--- config.mk ---
export PLATFORM = sky130hd
export DESIGN_NAME = serial_adder_flat
export DESIGN_NICKNAME = d
export VERILOG_FILES = /design/src/rtl/serial_adder_pkg.sv /design/src/rtl/serial_adder_if.sv /design/src/rtl/serial_adder_fa.sv /design/src/rtl/serial_adder.sv /design/src/flat_wrapper.sv
export SDC_FILE = /design/constraint.sdc
export NUM_CORES = 1
export LEC_CHECK = 0
export BUFFER_PORTS_ARGS = -buffer_cell sky130_fd_sc_hd__buf_2
export CAP_MARGIN = 20
export CORE_UTILIZATION = 42
export CTS_CLUSTER_DIAMETER = 60
export DETAILED_ROUTE_END_ITERATION = 10
export PLACE_DENSITY = 0.73
export SLEW_MARGIN = 30
export SYNTH_ARGS = -nofsm -noshare
export SYNTH_HDL_FRONTEND = slang
export SYNTH_SLANG_ARGS = --single-unit
export TNS_END_PERCENT = 10
--- constraint.sdc ---
create_clock -name clk -period 2.5 [get_ports clk]
set_input_delay 0.125 -clock clk [delete_from_list [all_inputs] [get_ports clk]]
set_output_delay 0.125 -clock clk [all_outputs]
set_load 0.05 [all_outputs]
--- src/rtl/serial_adder_pkg.sv ---
// Shared definitions for the bit-serial adder: default operand width and FSM state codes.
package serial_adder_pkg;

  localparam int W_DEFAULT = 8;

  localparam logic [1:0] ST_IDLE = 2'd0;
  localparam logic [1:0] ST_RUN  = 2'd1;
  localparam logic [1:0] ST_DONE = 2'd2;

endpackage

--- src/rtl/serial_adder_if.sv ---
// Request/result bundle between a requester (master) and the serial adder (slave).
interface serial_adder_if
  import serial_adder_pkg::*;
#(
  parameter int W = W_DEFAULT
);
  logic         start;
  logic [W-1:0] a;
  logic [W-1:0] b;
  logic         cin;
  logic         busy;
  logic         done;
  logic [W-1:0] sum;
  logic         cout;

  modport master (output start, a, b, cin, input busy, done, sum, cout);
  modport slave  (input start, a, b, cin, output busy, done, sum, cout);
endinterface

--- src/rtl/serial_adder_fa.sv ---
// One-bit full adder used as the bit-slice of the serial datapath.
module fa (
  input  logic a,
  input  logic b,
  input  logic cin,
  output logic su,
  output logic carry
);
  assign su    = a ^ b ^ cin;
  assign carry = (a & b) | (a & cin) | (b & cin);
endmodule

--- src/rtl/serial_adder.sv ---
// Bit-serial adder: one operand bit per clock through a single full adder, LSB first.
module serial_adder
  import serial_adder_pkg::*;
#(
  parameter int W = W_DEFAULT
) (
  input  logic         clk,
  input  logic         rst_n,
  serial_adder_if.slave bus
);
  localparam int             CW       = (W > 1) ? $clog2(W) : 1;
  localparam logic [CW-1:0]  CNT_LAST = CW'(W - 1);

  logic [1:0]    state_q, state_d;
  logic [W-1:0]  sa_q, sa_d;
  logic [W-1:0]  sb_q, sb_d;
  logic [W-1:0]  sr_q, sr_d;
  logic          c_q, c_d;
  logic [CW-1:0] cnt_q, cnt_d;
  logic [W-1:0]  sum_q, sum_d;
  logic          cout_q, cout_d;
  logic          fa_su, fa_co;

  fa u_fa (
    .a     (sa_q[0]),
    .b     (sb_q[0]),
    .cin   (c_q),
    .su    (fa_su),
    .carry (fa_co)
  );

  always_comb begin
    state_d = state_q;
    sa_d    = sa_q;
    sb_d    = sb_q;
    sr_d    = sr_q;
    c_d     = c_q;
    cnt_d   = cnt_q;
    sum_d   = sum_q;
    cout_d  = cout_q;
    case (state_q)
      ST_IDLE: begin
        if (bus.start) begin
          sa_d    = bus.a;
          sb_d    = bus.b;
          c_d     = bus.cin;
          cnt_d   = '0;
          sr_d    = '0;
          state_d = ST_RUN;
        end
      end
      ST_RUN: begin
        sa_d = sa_q >> 1;
        sb_d = sb_q >> 1;
        sr_d = {fa_su, sr_q[W-1:1]};
        c_d  = fa_co;
        if (cnt_q == CNT_LAST) begin
          // Result lands in the output registers only on entry to DONE.
          sum_d   = {fa_su, sr_q[W-1:1]};
          cout_d  = fa_co;
          state_d = ST_DONE;
        end else begin
          cnt_d = cnt_q + CW'(1);
        end
      end
      ST_DONE: state_d = ST_IDLE;
      default: state_d = ST_IDLE;
    endcase
  end

  always_ff @(posedge clk or negedge rst_n) begin
    if (!rst_n) begin
      state_q <= ST_IDLE;
      sa_q    <= '0;
      sb_q    <= '0;
      sr_q    <= '0;
      c_q     <= 1'b0;
      cnt_q   <= '0;
      sum_q   <= '0;
      cout_q  <= 1'b0;
    end else begin
      state_q <= state_d;
      sa_q    <= sa_d;
      sb_q    <= sb_d;
      sr_q    <= sr_d;
      c_q     <= c_d;
      cnt_q   <= cnt_d;
      sum_q   <= sum_d;
      cout_q  <= cout_d;
    end
  end

  assign bus.busy = (state_q == ST_RUN);
  assign bus.done = (state_q == ST_DONE);
  assign bus.sum  = sum_q;
  assign bus.cout = cout_q;

endmodule

--- src/flat_wrapper.sv ---
// flat-port wrapper written by rule: the top's interface ports become plain ports
module serial_adder_flat import serial_adder_pkg::*;
#(
  parameter int W = W_DEFAULT
)
  (clk, rst_n, bus_start, bus_a, bus_b, bus_cin, bus_busy, bus_done, bus_sum, bus_cout);
  serial_adder_if #(.W(W)) bus_i ();
  input  logic clk;
  input  logic rst_n;
  input wire logic [$bits(bus_i.start)-1:0] bus_start;
  input wire logic [$bits(bus_i.a)-1:0] bus_a;
  input wire logic [$bits(bus_i.b)-1:0] bus_b;
  input wire logic [$bits(bus_i.cin)-1:0] bus_cin;
  output wire logic [$bits(bus_i.busy)-1:0] bus_busy;
  output wire logic [$bits(bus_i.done)-1:0] bus_done;
  output wire logic [$bits(bus_i.sum)-1:0] bus_sum;
  output wire logic [$bits(bus_i.cout)-1:0] bus_cout;
  assign bus_i.start = bus_start;
  assign bus_i.a = bus_a;
  assign bus_i.b = bus_b;
  assign bus_i.cin = bus_cin;
  assign bus_busy = bus_i.busy;
  assign bus_done = bus_i.done;
  assign bus_sum = bus_i.sum;
  assign bus_cout = bus_i.cout;
  serial_adder #(.W(W)) u_core (.clk(clk), .rst_n(rst_n), .bus(bus_i));
endmodule
After elaboration in Yosys (flattened, before gate mapping). Index checks and enable logic that the tools add are counted.

Add/sub/neg operators: 1. Eq/ne operators: 6. Multiplexer cells: 14. Bitwise operators: 7. Reductions and logical operators: 6.

Operators with widths (number): one-hot mux 8 bit (2 select lines) (3); two-way mux 8 bit (3); two-way mux 3 bit (2); one-hot mux 3 bit (2 select lines) (1); AND reduction 2 bit (3); two-way mux 2 bit (2); != test 2 bit (second input constant) (2); one-hot mux 2 bit (2 select lines) (1); adder 3 x 1 -> 3 bit (second input constant) (1); bitwise AND 1 bit (3); equality test 3 bit (second input constant) (1); AND reduction 3 bit (1); equality test 2 x 1 -> 1 bit (second input constant) (1); equality test 2 bit (second input constant) (1); logical NOT 2 bit (1); != test 2 x 1 -> 1 bit (second input constant) (1); OR 1 bit (2); one-hot mux 1 bit (2 select lines) (1); nonzero test 2 bit (1); bitwise XOR 1 bit (2); two-way mux 1 bit (1).

Bits in registers: 39. Input port bits: 20. Word-level logic and storage cells: 42.

Depth between registers and ports, before layout.
Depth in word-level cells: 4. Mapped depth: 5.

Modules after synthesis. Synthesis repeated with hierarchy kept, for this count alone.

Cells, all modules: 151. Area total of the unflattened synthesis: 1786.7 um^2.

Modules (own cells, without submodules): serial_adder (instances 1, cells an instance 150, area each 1766.7 um^2, seq. area each 950.9 um^2); fa (instances 1, cells an instance 1, area each 20.0 um^2, seq. area each 0.0 um^2).

Least setup slack after synthesis. Ideal clock, no wire load.

Kind: reg2out. Start point: reg u_core.state_q[1]. End point: out bus_done. Data arrival time: 1510 ps. Required time: 2375 ps. Path slack: 865 ps. Cell stages (with the launch flop): 5. Path buffers: 3. Cell sequence: dfrtp_1 > buf_4 > buf_4 > buf_2 > nor2b_1.

Longest elaborated chain between the ends: 1.

Ends and longest elaborated chain: from (decl) (RTL line serial_adder.sv:14) `logic [1:0] state_q, state_d;`; from (signal assigned) (RTL line serial_adder.sv:82) `state_q <= state_d;`; equality test 2 bit (RTL line serial_adder.sv:94) `assign bus.done = (state_q == ST_DONE);`; to (decl) (RTL line flat_wrapper.sv:15) `output wire logic [$bits(bus_i.done)-1:0] bus_done;`.

No other way between the ends.

Worst setup path in the final report.
Start point: reg u_core.state_q[0]. End point: out bus_busy.

Longest elaborated chain between the ends: 1.

Ends and longest elaborated chain: equality test 2 x 1 -> 1 bit (RTL line serial_adder.sv:93) `assign bus.busy = (state_q == ST_RUN);`; to (decl) (RTL line flat_wrapper.sv:14) `output wire logic [$bits(bus_i.busy)-1:0] bus_busy;`.

No other way between the ends.

==> results.toml <==
[sta]
setup_viol = 0
finalCriticalPeriod_ns = 1.93
rsz0062_at_grt = "no"
maxSlewHeadroom_pct = 44.9
min_period_over_period_pct = 77.4
maxClockFrequency_mhz = 517
drv_slew = 0
hold_violations = 0
worst_slew_pin_slew_ns = 0.827
fin_ws_ns = 0.565
fin_setup_tns_ns = 0
fin_skew_ns = 0.00380

[placed_design]
hpwlAfterDp_um = 2260
post-place-ws_ns = 0.679
gp_congestion = 0.738
numPortBuffers = 30

[setup_path]
slowest_delay_ns = 0.74
crit_cells = 2
r2r-start = "u_core.state_q[0]"
crit_chain = "nor2b_4 -> buf_2"
crit_required_ns = 2.38
r2r_end = "u_core.bus.sum[0]"
slowest_stage = "dfrtp_1"
critPathKind = "reg -> out"
critPathLaunchType = "flop"
critPathArrivalTime_ns = 1.81
cp-end-kind = "primary output"
r2r_slack_ns = 0.68
r2r_cells = 3
crit_family = "flip-flops"
path_max_fanout = 22
path_buf_inv = 1

[drt]
vias_per_cell = 5.38
drt_pre_antenna_iters = 4
wl_um = 3220
drc = 0
wire_per_inst_um = 14.3
ant_nets = 0
vias = 1217
drt_iter0_drc = 28

[status]
status = "complete, no violations"

[yosys]
ys_seq_area_share_pct = 54.8
avgSynthCellArea_um2 = 11.9
syn-cell-area_mm2 = 0.00174
ys_ff_latch = 38
yosys.cell_types.count = 27
yosysWarningCount = 0
postSynthCellCount = 146
synth_fp_nets = 169

[clocking]
cts.htree.levels = 2
cts_resized = 0
cts_setup_buffers = 0
clk_latency_ns = 0.29
path_clk_slew_ns = 0.07
cts_root_buf = "clkbuf_8"
cts_hold_buf = 1
cts_tree = "yes"
cts_buffers = 5
clockBufferDepth = 2
numClockSinks = 38

[die]
die-area_mm2 = 0.00440
start_util_pct = 43.7
fp.dieH_um = 66.3
rows = 23
die_width_um = 66.3
io_pins = 31
core_mm2 = 0.00397

[run]
maxCapViolCount = 0

[global_route]
grt_max_degree = 39
grt_overflow_total = 0
antenna_found_initial = 0
grt_pass1_vias = 1253
track_usage_pct = 17.4
grt_pass1_wl_um = 5660

[power]
ir_drop_uv = 442
p_leak_nw = 0.969
p_per_area_mw_per_mm2 = 1340

[layout]
final_cell_mix = "dfrtp_1 (38), buf_2 (30), nor3_1 (23), a22o_1 (14)"
area_growth_pct = 15.3
drive_above_1_share_pct = 26.7
layout_commonest_cell = "dfrtp_1"
final_nets = 198
fin_util_pct = 50.4
n_antenna_cell = 0

[hold_path]
min_path_cells = 2
holdPathEnd = "u_core.sa_q[7]"
hold_path_class = "in -> reg"
hp-start = "bus_a[7]"
-- cells in the mapped netlist, drive strengths merged --
master	number	share of area, %
dfrtp	38	55
nor3	24	7.2
a22o	14	7.1
nor2	14	3.2
nor3b	13	5.6
mux2	10	6.5
buf	8	3.8
nand2	4	1.3
nand2b	4	1.9
a221o	3	1.7
o21ai	3	0.86
clkbuf	2	0.43
ha	2	1.4
nor2b	2	1.2
a21oi	1	0.29
fa	1	1.2
inv	1	0.22
o21ba	1	0.94
or2	1	0.50
-- layout make-up --
type	instances	area (um2)
Sequential cell	38	951
Fill cell	370	1970
Clock buffer	8	110
Tap cell	50	62.6
Multi-Input combinational cell	97	708
Timing Repair Buffer	32	168
Inverter	1	3.75
-- per-layer routing --
layer | global-route usage (%) | wire (um) | vias to the layer above
li1 | - | - | 582
met1 | 20.6 | 1450 | 600
met2 | 29.6 | 1570 | 29
met3 | 5.17 | 153 | 6
met4 | 6.38 | 51 | 0
met5 | 0 | 0 | -
-- sequential cells by signal, summed over array words and instances (netlist names) --
register	flops
u_core.bus.sum	8
u_core.sa_q	8
u_core.sb_q	8
u_core.sr_q	7
u_core.cnt_q	3
u_core.state_q	2
u_core.bus.cout	1
u_core.c_q	1
-- per-stage QoR --
step | total power, mW | hold WS [ns] | std cells | cell area, um2
after floorplan | 2.01 | -0.171 | 146 | 1740
after global placement | 2.17 | 0.251 | 217 | 1880
after detailed placement | 2.24 | 0.265 | 217 | 1880
after CTS | 2.73 | 0.0583 | 226 | 2000
after global routing | 2.89 | 0.0743 | 226 | 2000
final | 2.69 | 0.0673 | 226 | 2000
-- worst reg2reg max path, delay by kind of cell, from the launching register on --
family	cells	cell delay [ns]
flip-flops	1	0.74
AND/OR/NAND/NOR	2	0.62
multiplexers	1	0.35
-- worst max-delay path by stage --
stage                              to         startpoint  slack, ns
finish                       bus_busy  u_core.state_q[0]       0.57
floorplan                    bus_done  u_core.state_q[1]       0.86
global placement    u_core.bus.sum[7]  u_core.state_q[0]       0.79
global route                 bus_busy  u_core.state_q[0]       0.44
CTS                          bus_busy  u_core.state_q[0]       0.54
detailed placement  u_core.bus.sum[0]  u_core.state_q[0]       0.68
-- kinds of logic after synthesis --
| kind of cell | share of synthesized area, % |
|---|---|
| and+or+nand+nor | 20.8 |
| muxes | 6.48 |
| DFF | 54.8 |
| adders and majority gates | 2.59 |
| AOI/OAI and AO/OA | 10.9 |
| buffers and inverters | 4.47 |
-- where the power goes --
| group | internal, mW | switching (mW) | total [mW] |
|---|---|---|---|
| clock network | 0.278 | 0.201 | 0.479 |
| logic | 0.466 | 0.631 | 1.10 |
| registers | 0.896 | 0.219 | 1.11 |
| total | 1.64 | 1.05 | 2.69 |
No activity file was read; power rests on OpenSTA's default activity.
